$ cat src/rtl/env_access_ctrl.sv
//==============================================================================
// env_access_ctrl : arbitrates ant lookup/deposit and render reads onto a grid
// of cells via one-hot select strobes. Rev 1.0
//==============================================================================
`timescale 1ns/1ps
`default_nettype none

module env_access_ctrl #(
  parameter int N      = 17,
  parameter int GRID_W = 8,
  parameter int GRID_H = 8,
  localparam int CELLS = GRID_W * GRID_H,
  localparam int XW    = $clog2(GRID_W) + 1,
  localparam int YW    = $clog2(GRID_H) + 1,
  localparam int AW    = $clog2(CELLS) + 1
) (
  input  logic             Clk,
  input  logic             Reset,
  input  logic             Ant_Req,
  input  logic             Ant_Op,
  input  logic [XW-1:0]    Ant_X,
  input  logic [YW-1:0]    Ant_Y,
  input  logic [N-2:0]     Ant_Amt,
  output logic             Ant_Ack,
  output logic             Ant_Err,
  output logic [N-1:0]     Ant_Data,
  input  logic             Render_Req,
  input  logic [AW-1:0]    Render_Addr,
  output logic             Render_Valid,
  output logic [N-1:0]     Render_Data,
  output logic [CELLS-1:0] Lookup_Sel,
  output logic [CELLS-1:0] Render_Sel,
  output logic [CELLS-1:0] Ld_Sel,
  output logic [N-1:0]     Cell_Wr_Data,
  input  logic [N-1:0]     Cell_Rd_Data
);

  typedef enum logic [2:0] {
    S_IDLE   = 3'd0,
    S_RENDER = 3'd1,
    S_READ   = 3'd2,
    S_WRITE  = 3'd3,
    S_DONE   = 3'd4
  } state_t;

  state_t         state_q, state_d;
  logic           op_q, op_d;
  logic           oor_q, oor_d;
  logic [AW-1:0]  idx_q, idx_d;
  logic [N-2:0]   amt_q, amt_d;
  logic [N-1:0]   ant_data_q, ant_data_d;
  logic [N-1:0]   render_data_q, render_data_d;
  logic           render_valid_q, render_valid_d;

  logic [AW-1:0]    w_ant_lin;
  logic             w_ant_oor;
  logic             w_render_oor;
  logic [CELLS-1:0] w_onehot;
  logic [N-1:0]     w_sum;
  logic [N-2:0]     w_sat;

  assign w_ant_lin    = AW'(Ant_Y) * AW'(GRID_W) + AW'(Ant_X);
  assign w_ant_oor    = (Ant_X >= XW'(GRID_W)) || (Ant_Y >= YW'(GRID_H));
  assign w_render_oor = (Render_Addr >= AW'(CELLS));
  assign w_onehot     = {{(CELLS-1){1'b0}}, 1'b1} << idx_q;

  // Deposit adds to the signal field only; carry-out means clamp to all-ones.
  assign w_sum = {1'b0, ant_data_q[N-2:0]} + {1'b0, amt_q};
  assign w_sat = w_sum[N-1] ? {(N-1){1'b1}} : w_sum[N-2:0];

  always_comb begin
    state_d        = state_q;
    op_d           = op_q;
    oor_d          = oor_q;
    idx_d          = idx_q;
    amt_d          = amt_q;
    ant_data_d     = ant_data_q;
    render_data_d  = render_data_q;
    render_valid_d = 1'b0;
    Lookup_Sel     = '0;
    Render_Sel     = '0;
    Ld_Sel         = '0;
    Cell_Wr_Data   = '0;

    case (state_q)
      S_IDLE: begin
        // A render request still held during its own valid pulse is not re-accepted.
        if (Render_Req && !render_valid_q) begin
          state_d = S_RENDER;
          idx_d   = Render_Addr;
          oor_d   = w_render_oor;
        end else if (Ant_Req) begin
          state_d = S_READ;
          op_d    = Ant_Op;
          amt_d   = Ant_Amt;
          idx_d   = w_ant_lin;
          oor_d   = w_ant_oor;
        end
      end
      S_RENDER: begin
        if (!oor_q) Render_Sel = w_onehot;
        render_data_d  = oor_q ? '0 : Cell_Rd_Data;
        render_valid_d = 1'b1;
        state_d        = S_IDLE;
      end
      S_READ: begin
        if (!oor_q) Lookup_Sel = w_onehot;
        ant_data_d = oor_q ? '0 : Cell_Rd_Data;
        state_d    = op_q ? S_WRITE : S_DONE;
      end
      S_WRITE: begin
        if (!oor_q) begin
          Ld_Sel       = w_onehot;
          Cell_Wr_Data = {ant_data_q[N-1], w_sat};
        end
        state_d = S_DONE;
      end
      S_DONE: begin
        state_d = S_IDLE;
      end
      default: begin
        state_d = S_IDLE;
      end
    endcase
  end

  always_ff @(posedge Clk) begin
    if (Reset) begin
      state_q        <= S_IDLE;
      op_q           <= 1'b0;
      oor_q          <= 1'b0;
      idx_q          <= '0;
      amt_q          <= '0;
      ant_data_q     <= '0;
      render_data_q  <= '0;
      render_valid_q <= 1'b0;
    end else begin
      state_q        <= state_d;
      op_q           <= op_d;
      oor_q          <= oor_d;
      idx_q          <= idx_d;
      amt_q          <= amt_d;
      ant_data_q     <= ant_data_d;
      render_data_q  <= render_data_d;
      render_valid_q <= render_valid_d;
    end
  end

  assign Ant_Ack      = (state_q == S_DONE);
  assign Ant_Err      = (state_q == S_DONE) && oor_q;
  assign Ant_Data     = ant_data_q;
  assign Render_Valid = render_valid_q;
  assign Render_Data  = render_data_q;

endmodule

`default_nettype wire

$ cat config.mk
export PLATFORM = sky130hd
export DESIGN_NAME = env_access_ctrl
export DESIGN_NICKNAME = d
export VERILOG_FILES = /design/src/rtl/env_access_ctrl.sv
export SDC_FILE = /design/constraint.sdc
export NUM_CORES = 1
export LEC_CHECK = 0
export ABC_AREA = 1
export BUFFER_PORTS_ARGS = -buffer_cell sky130_fd_sc_hd__buf_2
export CAP_MARGIN = 20
export CORE_AREA = 2 2 116 118
export CTS_CLUSTER_DIAMETER = 40
export CTS_CLUSTER_SIZE = 40
export DETAILED_ROUTE_END_ITERATION = 10
export DIE_AREA = 0 0 118 120
export HOLD_SLACK_MARGIN = 0.1
export PLACE_DENSITY = 0.85
export SLEW_MARGIN = 10
export SYNTH_ARGS = -nofsm -noshare
export SYNTH_HDL_FRONTEND = slang
export SYNTH_SLANG_ARGS = --single-unit
export TNS_END_PERCENT = 5
$ cat constraint.sdc
create_clock -name Clk -period 2.7 [get_ports Clk]
set_clock_uncertainty 0.05 [all_clocks]
set_input_delay 0.54 -clock Clk [delete_from_list [all_inputs] [get_ports Clk]]
set_output_delay 0.54 -clock Clk [all_outputs]
set_load 0.02 [all_outputs]
==> results.cfg <==
[layout]
design_area_um2 = 7220
synthToLayoutAreaGrowth_pct = 43.3
final_nets = 1256
final_common_cell = nor2_1
layout_common_cells = nor2_1 (320), buf_2 (290), nand2_1 (182)
drive_above_1_share_pct = 32.5
diodes = 0
post-route-util_pct = 55.6
fillers = 1310

[floorplanning]
dieArea_um2 = 14200
die_w_um = 118
io_pins = 299
die_h_um = 120
rows = 42
initial_core_util_pct = 38.8
coreArea_um2 = 13000

[logic_synthesis]
synth_top_area_share_pct = 25.0
synth_fa_ha_area_share_pct = 4.86
synth_compound_area_share_pct = 10.9
synth_ff_type = dfxtp_1
synth_xor_area_share_pct = 1.22
synth_area_um2 = 5040
ys_ff_latch = 63
synthTopCellsByArea = dfxtp_1 (25%), nor2_1 (24%), nand2_1 (14%)
synthSimpleGateAreaFrac_pct = 45.3
synth_top_area_cell = dfxtp_1
syn_inst = 904
syn_area_per_cell_um2 = 5.58
ys_seq_area_share_pct = 25.0
synth_top_family_by_area = simple AND/OR/NAND/NOR gates
synth_edf_count = 0
synth_fp_nets = 976
synth.distinct_cells = 41
synthMuxAreaShare_pct = 0
synthArstFlopShare_pct = 0
yosysWarnings = 0

[sta]
worst_pin_slew_ns = 0.635
slew_viol_final = 0
rsz0062_at_grt = yes
fin_crit_sh_pct = 103
max_freq_mhz = 359
setup_ws_ns = -0.0827
slew_headroom_pct = 57.6
hold_violations = 0
min_period_ns = 2.78
setup_viol = 14

[flow_run]
maxCapViolCount = 0

[cts]
tritoncts = yes
clockRootBuffer = clkbuf_16
cts.sinks = 63
numCtsBuffers = 9
cts_buffer_depth = 2
htreeDepth = 3
clkSlewWorstSetupHoldPaths_ns = 0.05
insertion_delay_ns = 0.34

[detailed_routing]
drt_iter0_markers = 682
viasPerCell = 5.00
drcViolationCount = 0
wire_per_inst_um = 15.0
via_count = 6829
met3RoutedLength_mm = 1.91
drt-total-wl_mm = 20.4
wl_met1_mm = 9.05
wl_met2_mm = 9.21
final_antenna_net_count = 0
top_layer_used = met4
drtPass1Iterations = 5

[worst_setup_path]
critPathSlowestCell = fa_2
cp_data_arrival_time_ns = 2.19
startpoint_type = register
timing.rr.end = amt_q[8]
path_common_cell = nand2_2
end_kind = primary output
critical_path.max_fanout = 4
reg2reg_from = Render_Valid
crit_chain = ha_4 -> fa_2 -> nand2_4 -> a21oi_4 -> nand2_2 -> nand2_2 -> a21oi_2 -> buf_4 -> inv_2 -> o21ai_2 -> inv_1 -> buf_6
r2r_cells = 5
cp_slowest_stage_delay_ns = 0.37
path_class = reg -> out
reg2reg_setup_slack_ns = 0.99
cp.required_ns = 2.11

[grt]
grt_pass1_vias = 5904
grt_max_degree = 78
grt_pass1_wl_mm = 30.9
grt.total_usage_pct = 27.3
grt_overflow_total = 0
antenna_found_initial = 0

[pwr]
peakVddDrop_v = 0.000324
power_leakage_nw = 3.98
p_per_area_nw_per_um2 = 445

[worst_hold_path]
hold_depth = 3
hold_class = in -> reg
min_from = Ant_Amt[1]
hold_path_end = amt_q[1]

[placement]
portBuffers = 298
dp_slack_ns = 0.138
dpl_cell_area_um2 = 6690
hpwl_mm = 15.8
gp_congestion = 0.968

[outcome]
violations = setup timing
status = finished, violations left
-- Yosys cell counts, types with 3 or more instances --
master    count
a31oi_1       8
nor3_1        8
inv_2         7
ha_1         18
nor2_1      320
xor2_1        3
nand3_1      25
buf_2        18
inv_1        82
xnor2_1       4
nand2_1     189
nand4_1       9
clkbuf_1     23
o21ai_0      60
dfxtp_1      63
buf_6         8
a21oi_1      31
-- cell type report --
| cell class | count | area, um^2 | area share (%) |
|---|---|---|---|
| Tap cell | 176 | 220 | 3.05 |
| Clock buffer | 11 | 243 | 3.36 |
| Multi-Input combinational cell | 696 | 3330 | 46.1 |
| Sequential cell | 63 | 1270 | 17.5 |
| Clock inverter | 5 | 33.8 | 0.468 |
| Timing Repair Buffer | 322 | 1780 | 24.7 |
| Inverter | 92 | 350 | 4.85 |
-- cell families (layout without fill, tap and decap cells) --
group | after synthesis | after routing
DFF | 63 | 63
adders and majority gates | 19 | 19
AOI/OAI and AO/OA | 105 | 105
and+or+nand+nor | 565 | 565
buffers and inverters | 145 | 430
xor gates and xnor gates | 7 | 7
-- state kept, by name (all words and copies together) (netlist names) --
signal        count
oor_q             1
Render_Valid      1
Ant_Data         17
amt_q            16
op_q              1
idx_q             7
state_q           3
Render_Data      17
-- what timing repair did --
| item | CTS | global route |
|---|---|---|
| setup endpoints to repair | 16 | 43 |
| pin swaps | 6 | 8 |
| buffers inserted | 3 | 1 |
| gates resized for setup | 26 | 26 |
| endpoints found under the hold margin | 0 | 0 |
| hold buffers | 0 | 0 |
-- metal layers --
| metal | GRT usage (%) | vias up |
|---|---|---|
| li1 | - | 3362 |
| met1 | 38.5 | 3057 |
| met2 | 42.1 | 386 |
| met3 | 6.42 | 24 |
| met4 | 6.25 | 0 |
| met5 | 0 | - |
-- worst max-delay path, delay by kind of cell, from the launching register on --
family | cells | cell delay, ns
adder cells (fa/ha/maj) | 2 | 0.53
AO/OA/AOI/OAI | 3 | 0.36
AND/OR/NAND/NOR | 3 | 0.23
buffers and inverters | 4 | 0.40
flip-flops | 1 | 0.33
-- where the power goes --
group / total, mW / leakage (nW) / internal, mW / switching (mW)
sequential: 1.14 / 0.518 / 1.03 / 0.110
clock: 1.06 / 0.132 / 0.643 / 0.420
combinational: 1.01 / 3.33 / 0.342 / 0.668
total: 3.21 / 3.98 / 2.01 / 1.20
-- per-stage QoR --
step / hold slack, ns / setup TNS [ns] / cells / power (mW)
after floorplan: 0.384 / 0 / 904 / 1.78
after global placement: 0.400 / 0 / 1345 / 2.08
after detailed placement: 0.416 / 0 / 1345 / 2.09
after CTS: 0.405 / -0.787 / 1364 / 3.18
after global routing: 0.420 / -2.43 / 1365 / 3.39
final: 0.412 / -0.461 / 1365 / 3.21
-- worst max-delay path by stage --
stage,startpoint,end,slack (ns),cells past startpoint
global placement,Ant_Data[0],Cell_Wr_Data[4],0.15,12
floorplan,Ant_Data[0],Cell_Wr_Data[15],0.23,11
detailed placement,Ant_Data[0],Cell_Wr_Data[3],0.14,12
CTS,amt_q[0],Cell_Wr_Data[0],-0.07,12
finish,Ant_Data[0],Cell_Wr_Data[3],-0.08,12
global route,Ant_Data[1],Cell_Wr_Data[9],-0.19,13
No activity file was read; power rests on OpenSTA's default activity.
